<file path="src/rtl/jt900h_fetchq.sv">
// jt900h_fetchq: byte prefetch queue plus RAM bus arbiter for the JT900H core.
// A single bus transfer is in flight at a time. Operand reads (DATA) win over
// prefetch (FETCH) at transaction boundaries. Jumps flush the queue, and a
// fetch still in flight when a jump arrives is marked stale so that its data
// is dropped when it lands.
module jt900h_fetchq #(
  parameter int          DW    = 16,
  parameter int          QB    = 8,
  parameter logic [23:0] START = 24'h000000,
  parameter int          CW    = $clog2(QB+1)
)(
  input  logic          clk,
  input  logic          rst,
  input  logic          cen,
  input  logic          jmp,
  input  logic [23:0]   jmp_addr,
  output logic [31:0]   op,
  output logic [CW-1:0] op_cnt,
  input  logic [2:0]    op_used,
  output logic [23:0]   pc,
  input  logic          data_rq,
  input  logic [23:0]   data_addr,
  output logic [DW-1:0] data_dout,
  output logic          data_ok,
  output logic [23:0]   ram_addr,
  output logic          ram_cs,
  input  logic [DW-1:0] ram_din,
  input  logic          ram_ok
);
  localparam int BW = DW/8;
  localparam int SW = $clog2(BW);
  localparam int QW = $clog2(QB);

  typedef enum logic [1:0] {IDLE, FETCH, DATA} state_t;

  state_t        state_reg, state_next;
  logic [7:0]    q_reg  [QB];
  logic [7:0]    q_next [QB];
  logic [7:0]    din_b  [BW];
  logic [CW-1:0] op_cnt_reg, op_cnt_next, keep_n, push_n;
  logic [23:0]   pc_reg, pc_next, fa_reg, fa_next;
  logic [23:0]   ram_addr_reg, ram_addr_next;
  logic [SW-1:0] skip_reg, skip_next;
  logic          stale_reg, stale_next;
  logic          ram_cs_reg, ram_cs_next;
  logic          data_ok_reg, data_ok_next;
  logic [DW-1:0] data_dout_reg, data_dout_next;
  logic          xfer_done, fetch_done, data_done, push_en, data_req;
  logic          unused_addr_bits;

  genvar gi;

  generate
    for (gi = 0; gi < BW; gi++) begin : g_din
      assign din_b[gi] = ram_din[8*gi +: 8];
    end
    for (gi = 0; gi < 4; gi++) begin : g_op
      assign op[8*gi +: 8] = q_reg[gi];
    end
  endgenerate

  // The operand address is always word aligned on the bus
  assign unused_addr_bits = ^data_addr[SW-1:0];

  assign op_cnt    = op_cnt_reg;
  assign pc        = pc_reg;
  assign data_dout = data_dout_reg;
  assign data_ok   = data_ok_reg;
  assign ram_addr  = ram_addr_reg;
  assign ram_cs    = ram_cs_reg;

  assign xfer_done  = ram_cs_reg & ram_ok;
  assign fetch_done = xfer_done & (state_reg == FETCH);
  assign data_done  = xfer_done & (state_reg == DATA);
  // Stale data and data landing together with a jump never enter the queue
  assign push_en    = fetch_done & ~stale_reg & ~jmp;
  // While data_ok is up the decoder has not yet dropped its request
  assign data_req   = data_rq & ~data_ok_reg & ~data_done;

  // Queue occupancy, PC, fetch pointer and stale tracking for the next edge
  always_comb begin
    keep_n      = jmp ? '0 : op_cnt_reg - CW'(op_used);
    push_n      = push_en ? CW'(BW) - CW'(skip_reg) : '0;
    op_cnt_next = keep_n + push_n;
    pc_next     = jmp ? jmp_addr : pc_reg + 24'(op_used);
    fa_next     = fa_reg;
    skip_next   = skip_reg;
    stale_next  = stale_reg;
    if (fetch_done) begin
      stale_next = 1'b0;
      if (!stale_reg) begin
        fa_next   = fa_reg + 24'(BW);
        skip_next = '0;
      end
    end
    if (jmp) begin
      fa_next    = {jmp_addr[23:SW], {SW{1'b0}}};
      skip_next  = jmp_addr[SW-1:0];
      stale_next = (state_reg == FETCH) && !fetch_done;
    end
  end

  // Queue contents: shift out consumed bytes, append fetched bytes after the survivors
  always_comb begin : queue_comb
    int src;
    int k;
    src    = 0;
    k      = 0;
    q_next = q_reg;
    for (int i = 0; i < QB; i++) begin
      src = i + int'(op_used);
      k   = i - int'(keep_n) + int'(skip_reg);
      if (src < QB)
        q_next[i] = q_reg[QW'(src)];
      if (push_en && i >= int'(keep_n) && k < BW)
        q_next[i] = din_b[SW'(k)];
    end
  end

  // Bus FSM: hold a request until ram_ok, then re-arbitrate on the same edge
  always_comb begin
    state_next     = state_reg;
    ram_cs_next    = ram_cs_reg;
    ram_addr_next  = ram_addr_reg;
    data_ok_next   = 1'b0;
    data_dout_next = data_dout_reg;
    if (data_done) begin
      data_ok_next   = 1'b1;
      data_dout_next = ram_din;
    end
    if (state_reg == IDLE || xfer_done) begin
      state_next  = IDLE;
      ram_cs_next = 1'b0;
      if (data_req) begin
        state_next    = DATA;
        ram_cs_next   = 1'b1;
        ram_addr_next = {data_addr[23:SW], {SW{1'b0}}};
      end else if (int'(op_cnt_next) <= QB - BW) begin
        state_next    = FETCH;
        ram_cs_next   = 1'b1;
        ram_addr_next = {fa_next[23:SW], {SW{1'b0}}};
      end
    end
  end

  // All state registers; nothing moves while cen is low
  always_ff @(posedge clk or negedge rst) begin
    if (!rst) begin
      state_reg     <= IDLE;
      op_cnt_reg    <= '0;
      pc_reg        <= START;
      fa_reg        <= START;
      skip_reg      <= START[SW-1:0];
      stale_reg     <= 1'b0;
      ram_cs_reg    <= 1'b0;
      ram_addr_reg  <= '0;
      data_ok_reg   <= 1'b0;
      data_dout_reg <= '0;
      for (int i = 0; i < QB; i++) q_reg[i] <= '0;
    end else if (cen) begin
      state_reg     <= state_next;
      op_cnt_reg    <= op_cnt_next;
      pc_reg        <= pc_next;
      fa_reg        <= fa_next;
      skip_reg      <= skip_next;
      stale_reg     <= stale_next;
      ram_cs_reg    <= ram_cs_next;
      ram_addr_reg  <= ram_addr_next;
      data_ok_reg   <= data_ok_next;
      data_dout_reg <= data_dout_next;
      q_reg         <= q_next;
    end
  end

endmodule

</file>
<file path="config.mk">
export PLATFORM = sky130hd
export DESIGN_NAME = jt900h_fetchq
export DESIGN_NICKNAME = d
export VERILOG_FILES = /design/src/rtl/jt900h_fetchq.sv
export SDC_FILE = /design/constraint.sdc
export NUM_CORES = 1
export LEC_CHECK = 0
export CAP_MARGIN = 40
export CORE_MARGIN = 2
export CORE_UTILIZATION = 55
export DETAILED_ROUTE_END_ITERATION = 7
export DONT_BUFFER_PORTS = 1
export HOLD_SLACK_MARGIN = 0.15
export PLACE_DENSITY = 0.7
export REMOVE_ABC_BUFFERS = 1
export SLEW_MARGIN = 20
export SYNTH_ARGS = -nofsm -noshare
export SYNTH_HDL_FRONTEND = slang
export SYNTH_SLANG_ARGS = --single-unit
</file>
<file path="constraint.sdc">
create_clock -name clk -period 7.9 [get_ports clk]
set_clock_uncertainty 0.1 [all_clocks]
set_input_delay 1.185 -clock clk [delete_from_list [all_inputs] [get_ports clk]]
set_output_delay 1.185 -clock clk [all_outputs]
set_load 0.01 [all_outputs]
</file>
# Word level (Yosys, flattened, before mapping)
# Cells that the tools add are included.
op_classes:
  n_mux: 74
  n_lt_le_gt_ge: 41
  reduce_logical: 43
  n_eq_ne: 3
  bitwise_logic: 27
  add_sub_neg: 28
ops:
  columns: ["op", "n"]
  rows:
  - ["2-to-1 mux 8 bit", 48]
  - ["binary-select mux 8 bit (select 3 bit)", 8]
  - ["2-to-1 mux 24 bit", 6]
  - ["adder 5 x 2 -> 6 bit", 8]
  - ["< comparator 6 x 3 -> 1 bit, second input constant", 8]
  - ["greater-or-equal comparator 3 x 4 -> 1 bit, second input constant", 8]
  - ["< comparator 4 bit, second input constant", 7]
  - ["adder 24 x 2 -> 24 bit, second input constant", 1]
  - ["adder 24 x 3 -> 24 bit", 1]
  - ["inverter 3 bit", 8]
  - ["AND reduction 2 bit", 11]
  - ["nonzero test 2 bit", 10]
  - ["subtractor 3 x 4 -> 5 bit, first input constant", 4]
  - ["logical AND 1 bit", 17]
  - ["adder 3 x 3 -> 4 bit, first input constant", 4]
  - ["greater-or-equal comparator 1 x 2 -> 1 bit, second input constant", 8]
  - ["greater-or-equal comparator 3 x 4 -> 1 bit, first input constant", 4]
  - ["inverter 1 bit", 12]
  - ["subtractor 1 x 4 -> 5 bit, first input constant", 2]
  - ["subtractor 2 x 4 -> 5 bit, first input constant", 2]
  - ["2-to-1 mux 1 bit", 9]
  - ["adder 2 x 3 -> 4 bit, first input constant", 2]
  - ["greater-or-equal comparator 1 x 4 -> 1 bit, first input constant", 2]
  - ["greater-or-equal comparator 2 x 4 -> 1 bit, first input constant", 2]
  - ["16 further kinds", 24]
word_totals:
  input_bits: 73
  reg_bits: 162
  out_inout_bits: 102
  elab_cells: 235

# Depth between registers and ports, before layout
logic_depth:
  depth_word: 9
  ltp_mapped: 17
  depth_no_buf: 15

# Least setup slack after synthesis
# No wires, ideal clock.
synth_timing:
  kind: "input -> register"
  start: "input port op_used[1]"
  end: "register q_reg (netlist bit op[13])"
  setup_ps: 126
  path_stages: 15
  t_required_ps: 7674
  t_arrival_ps: 5012
  setup_slack_ps: 2662
  path_buffers: 3
  cell_sequence: "clkbuf_1 -> clkbuf_1 -> inv_1 -> fa_1 -> xor2_2 -> nand2_2 -> ha_1 -> ha_1 -> o2111ai_1 -> nor4b_1 -> o21ai_1 -> a211oi_2 -> buf_2 -> nor3b_1 -> a221o_1"
synth_between:
  elab_chain_len: 8
  word_cells_on_any_way: 18
  cone_classes: "add/sub: 4; order compare: 3; mux: 6; bitwise: 1; reduce/logical: 4"
synth_rtl:
  columns: ["element", "line_no", "text"]
  rows:
  - ["start, declared", "19", "input logic [2:0] op_used,"]
  - ["subtractor 4 x 3 -> 4 bit", "82", "keep_n = jmp ? '0 : op_cnt_reg - CW'(op_used);"]
  - ["2-to-1 mux 4 bit", "82", null]
  - ["subtractor 1 x 4 -> 5 bit", "112", "k = i - int'(keep_n) + int'(skip_reg);"]
  - ["adder 5 x 2 -> 6 bit", "112", null]
  - ["< comparator 6 x 3 -> 1 bit", "115", "if (push_en && i >= int'(keep_n) && k < BW)"]
  - ["logical AND 1 bit", "115", null]
  - ["nonzero test 2 bit (no source line)", null, null]
  - ["AND reduction 2 bit (no source line)", null, null]
  - ["end signal, assigned", "171", "q_reg <= q_next;"]
  - ["end, declared", "37", "logic [7:0] q_reg [QB];"]
# Parallel ways exist; a longest one is shown, timed or not. The select of a mux whose other input is x is not followed.
# A chain may end at the register's enable or synchronous reset.

# Worst setup path in the final report
layout_timing:
  start: "input port op_used[2]"
  end: "register q_reg[8] in the netlist's numbering"
layout_between:
  elab_chain_len: 8
  word_cells_on_any_way: 18
  cone_classes: "add/sub: 4; order compare: 3; mux: 6; bitwise: 1; reduce/logical: 4"
layout_rtl:
  columns: ["element", "line_no"]
  rows:
  - ["subtractor 4 x 3 -> 4 bit", "82"]
  - ["2-to-1 mux 4 bit", "82"]
  - ["subtractor 3 x 4 -> 5 bit", "112"]
  - ["adder 5 x 2 -> 6 bit", "112"]
  - ["< comparator 6 x 3 -> 1 bit", "115"]
  - ["logical AND 1 bit", "115"]
  - ["nonzero test 2 bit (no source line)", null]
  - ["AND reduction 2 bit (no source line)", null]
# Parallel ways exist; a longest one is shown, timed or not. The select of a mux whose other input is x is not followed.

==> results.py <==
metrics = {
    "outcome": {
        "outcome": "complete, no violations",
    },
    "layout": {
        "nFillCells": 1931,
        "seq_area_mm2": 0.00400,
        "stdcell_area_mm2": 0.0136,
        "area_delta_synth_final_pct": 5.81,
        "multi_input_area_mm2": 0.00804,
        "nets": 1405,
        "drive_gt1_frac": 0.149,
        "n_antenna_cell": 0,
    },
    "place": {
        "hpwl_um": 25900,
        "post-place-ws_ns": 2.32,
        "io_buffers": 0,
        "gp_congestion": 0.939,
        "placed_area_mm2": 0.0129,
    },
    "setup_path": {
        "worstSetupPathType": "in -> reg",
        "cp_num_buf_inv": 2,
        "worstPathArrival_ns": 5.49,
        "startpoint": "op_used[2]",
        "worstSetupPathDepth": 12,
        "slowest_stage": "or4b_2",
        "rrSetupSlack_ns": 2.97,
        "path_delay_family": "simple AND/OR/NAND/NOR gates",
        "end_kind": "flop",
        "worst_r2r_endpoint": "q_reg[8]",
        "r2r-start": "op_cnt[0]",
        "crit_path_start_kind": "input port",
        "crit_path_frequent_cell": "ha_1",
        "required_ns": 8.08,
        "worst-path-max-fanout": 17,
        "r2r_cells": 14,
        "cp_slowest_stage_delay_ns": 0.65,
        "crit_end": "q_reg[8]",
        "crit_chain": "inv_2 > ha_1 > xor2_2 > nand2_2 > clkinv_2 > ha_1 > a21boi_0 > or4b_2 > nand3_1 > a211o_1 > and3b_1 > a221oi_1",
    },
    "routing": {
        "drc": 0,
        "postRouteWirelength_um": 39500,
        "via_per_inst": 7.01,
        "drt-initial-drc-count": 1441,
        "dr.pass1.iters": 5,
        "wl_per_cell_um": 24.4,
        "ant_nets": 0,
        "vias": 11400,
    },
    "die": {
        "start_util": 0.563,
        "io_pins": 175,
        "die_w_um": 157,
        "die_area_mm2": 0.0246,
        "core_mm2": 0.0228,
        "die_y_um": 157,
        "rows": 55,
    },
    "clock_tree": {
        "cts_tree": "yes",
        "htree_levels": 4,
        "clockBufferDepth": 2,
        "cts_sinks": 160,
        "cts_buffers": 17,
        "root_buffer": "clkbuf_16",
        "post_cts_buffers": 0,
        "cts_resized": 0,
        "clkTransAtPathRegs_ns": 0.07,
        "clk_latency_ns": 0.44,
        "postCtsHoldBufs": 0,
    },
    "grt": {
        "grt_pass1_vias": 10600,
        "grt_usage": 0.322,
        "grt_pass1_wl_um": 61200,
        "grt_start_max_net_pins": 161,
        "grt-ovfl-total": 0,
        "antenna_found_initial": 0,
    },
    "timing": {
        "period_share": 0.672,
        "finalWorstSetupSlack_ns": 2.59,
        "rsz0062_at_grt": "no",
        "drv_slew": 0,
        "setup_viol": 0,
        "tightest_slew_ns": 0.989,
        "finalCriticalPeriod_ns": 5.31,
        "hold_violations": 0,
        "max_freq_mhz": 188,
        "setup-tns-final_ns": 0,
        "slew_headroom": 0.340,
    },
    "logic_synthesis": {
        "syn_inst": 1362,
        "synth_common_cells": "nand2_1 (182), dfrtp_1 (160), mux2i_1 (73)",
        "yosysMostFrequentCell": "nand2_1",
        "synth.avg_cell_area_um2": 9.42,
        "synth_top_cells_by_area": "dfrtp_1 (31%), mux4_2 (11%), mux2i_1 (5.7%)",
        "synth_seq_cells": 160,
        "synth_area_leader_cell": "dfrtp_1",
        "yosysTopAreaCellShare": 0.312,
        "synth_edf_count": 0,
        "yosys_most_used_dff": "dfrtp_1",
        "netlist_area_mm2": 0.0128,
        "synth.distinct_cells": 85,
        "async_flop_share": 1.00,
        "ys_seq_area_frac": 0.312,
        "ys_warn_count": 0,
    },
    "pwr": {
        "p_int_w": 0.00246,
        "ir_drop_v": 0.000198,
        "p_clk_frac": 0.232,
        "power.density_mw_per_mm2": 307,
        "leakage_nw": 5.49,
        "swShare": 0.409,
        "power.switching_w": 0.00170,
        "seq_power_share": 0.380,
        "p_comb_frac": 0.388,
    },
    "hold_path": {
        "min_path_type": "in -> async",
    },
    "flow_run": {
        "cap_viol_max_count": 0,
    },
}
[power groups by stage]
| stage | Combinational [W] | Clock (W) | Sequential (W) |
|---|---|---|---|
| global placement | 0.00151 | 0 | 0.00156 |
| floorplan | 0.00123 | 0 | 0.00145 |
| global route | 0.00176 | 0.00101 | 0.00163 |
| detailed placement | 0.00158 | 0 | 0.00158 |
| CTS | 0.00159 | 0.000970 | 0.00157 |
| finish | 0.00162 | 0.000965 | 0.00158 |
[metrics by stage]
stage	util	hold slack [ns]	power, W	instances
after CTS	0.595	0.335	0.00413	1616
after global placement	0.559	0.385	0.00308	1569
after global routing	0.596	0.325	0.00440	1619
after floorplan	-	0.370	0.00268	1241
after detailed placement	0.566	0.396	0.00316	1584
final	0.596	0.339	0.00416	1619
[metal layers]
layer  up-vias  wire length, µm  global-route usage  part of all wire
met3       105             4270              0.0897              0.11
met2       641            17700               0.481              0.45
met4         0             1340               0.121             0.034
li1       4979                -                   -                 -
met5         -                0                   0                 0
met1      5629            16200               0.446              0.41
[layout make-up]
cell class | instances | share of cell area
Clock buffer | 17 | 0.0313
Clock inverter | 15 | 0.0179
Inverter | 47 | 0.0131
Multi-Input combinational cell | 1034 | 0.592
Sequential cell | 160 | 0.295
Tap cell | 313 | 0.0288
Timing Repair Buffer | 33 | 0.0219
[worst min-delay path by stage]
stage                           from  slack, ns     endpoint  depth (start not counted)
after global routing             rst       0.32  ram_addr[6]                          0
final                            rst       0.34  ram_addr[7]                          0
after detailed placement  fa_reg[23]       0.40   fa_reg[23]                          1
after floorplan           fa_reg[23]       0.37   fa_reg[23]                          1
after global placement    fa_reg[23]       0.39   fa_reg[23]                          1
after CTS                        rst       0.34   fa_reg[18]                          0
[logic make-up (layout without fill, tap and decap cells)]
family,after synthesis,in the layout,share of synthesized area
simple gates,430,430,0.164
compound gates,371,371,0.206
mux,171,171,0.199
buf+inv,168,112,0.0634
flops,160,160,0.312
fa+ha+maj,39,39,0.0398
xor+xnor,22,22,0.0156
other cells,1,1,0.000292
[worst register-to-register path: cells and delay by family, from the launching register on]
kind | cells | cell delay [ns]
compound gates | 3 | 0.80
flops | 1 | 0.42
buf+inv | 3 | 0.40
fa+ha+maj | 3 | 0.88
xor+xnor | 1 | 0.53
simple gates | 4 | 1.64
[cells in the final DEF, fill, tap and decap left out, drive strengths merged, types with 36 or more instances in the layout]
cell | netlist | layout
inv | 46 | 54
mux4 | 64 | 64
nor2 | 63 | 63
nand2 | 184 | 184
a21oi | 70 | 70
mux2i | 73 | 73
ha | 36 | 36
nand3 | 40 | 40
dfrtp | 160 | 160
o21ai | 66 | 66
Power figures use the tool's default switching activity.
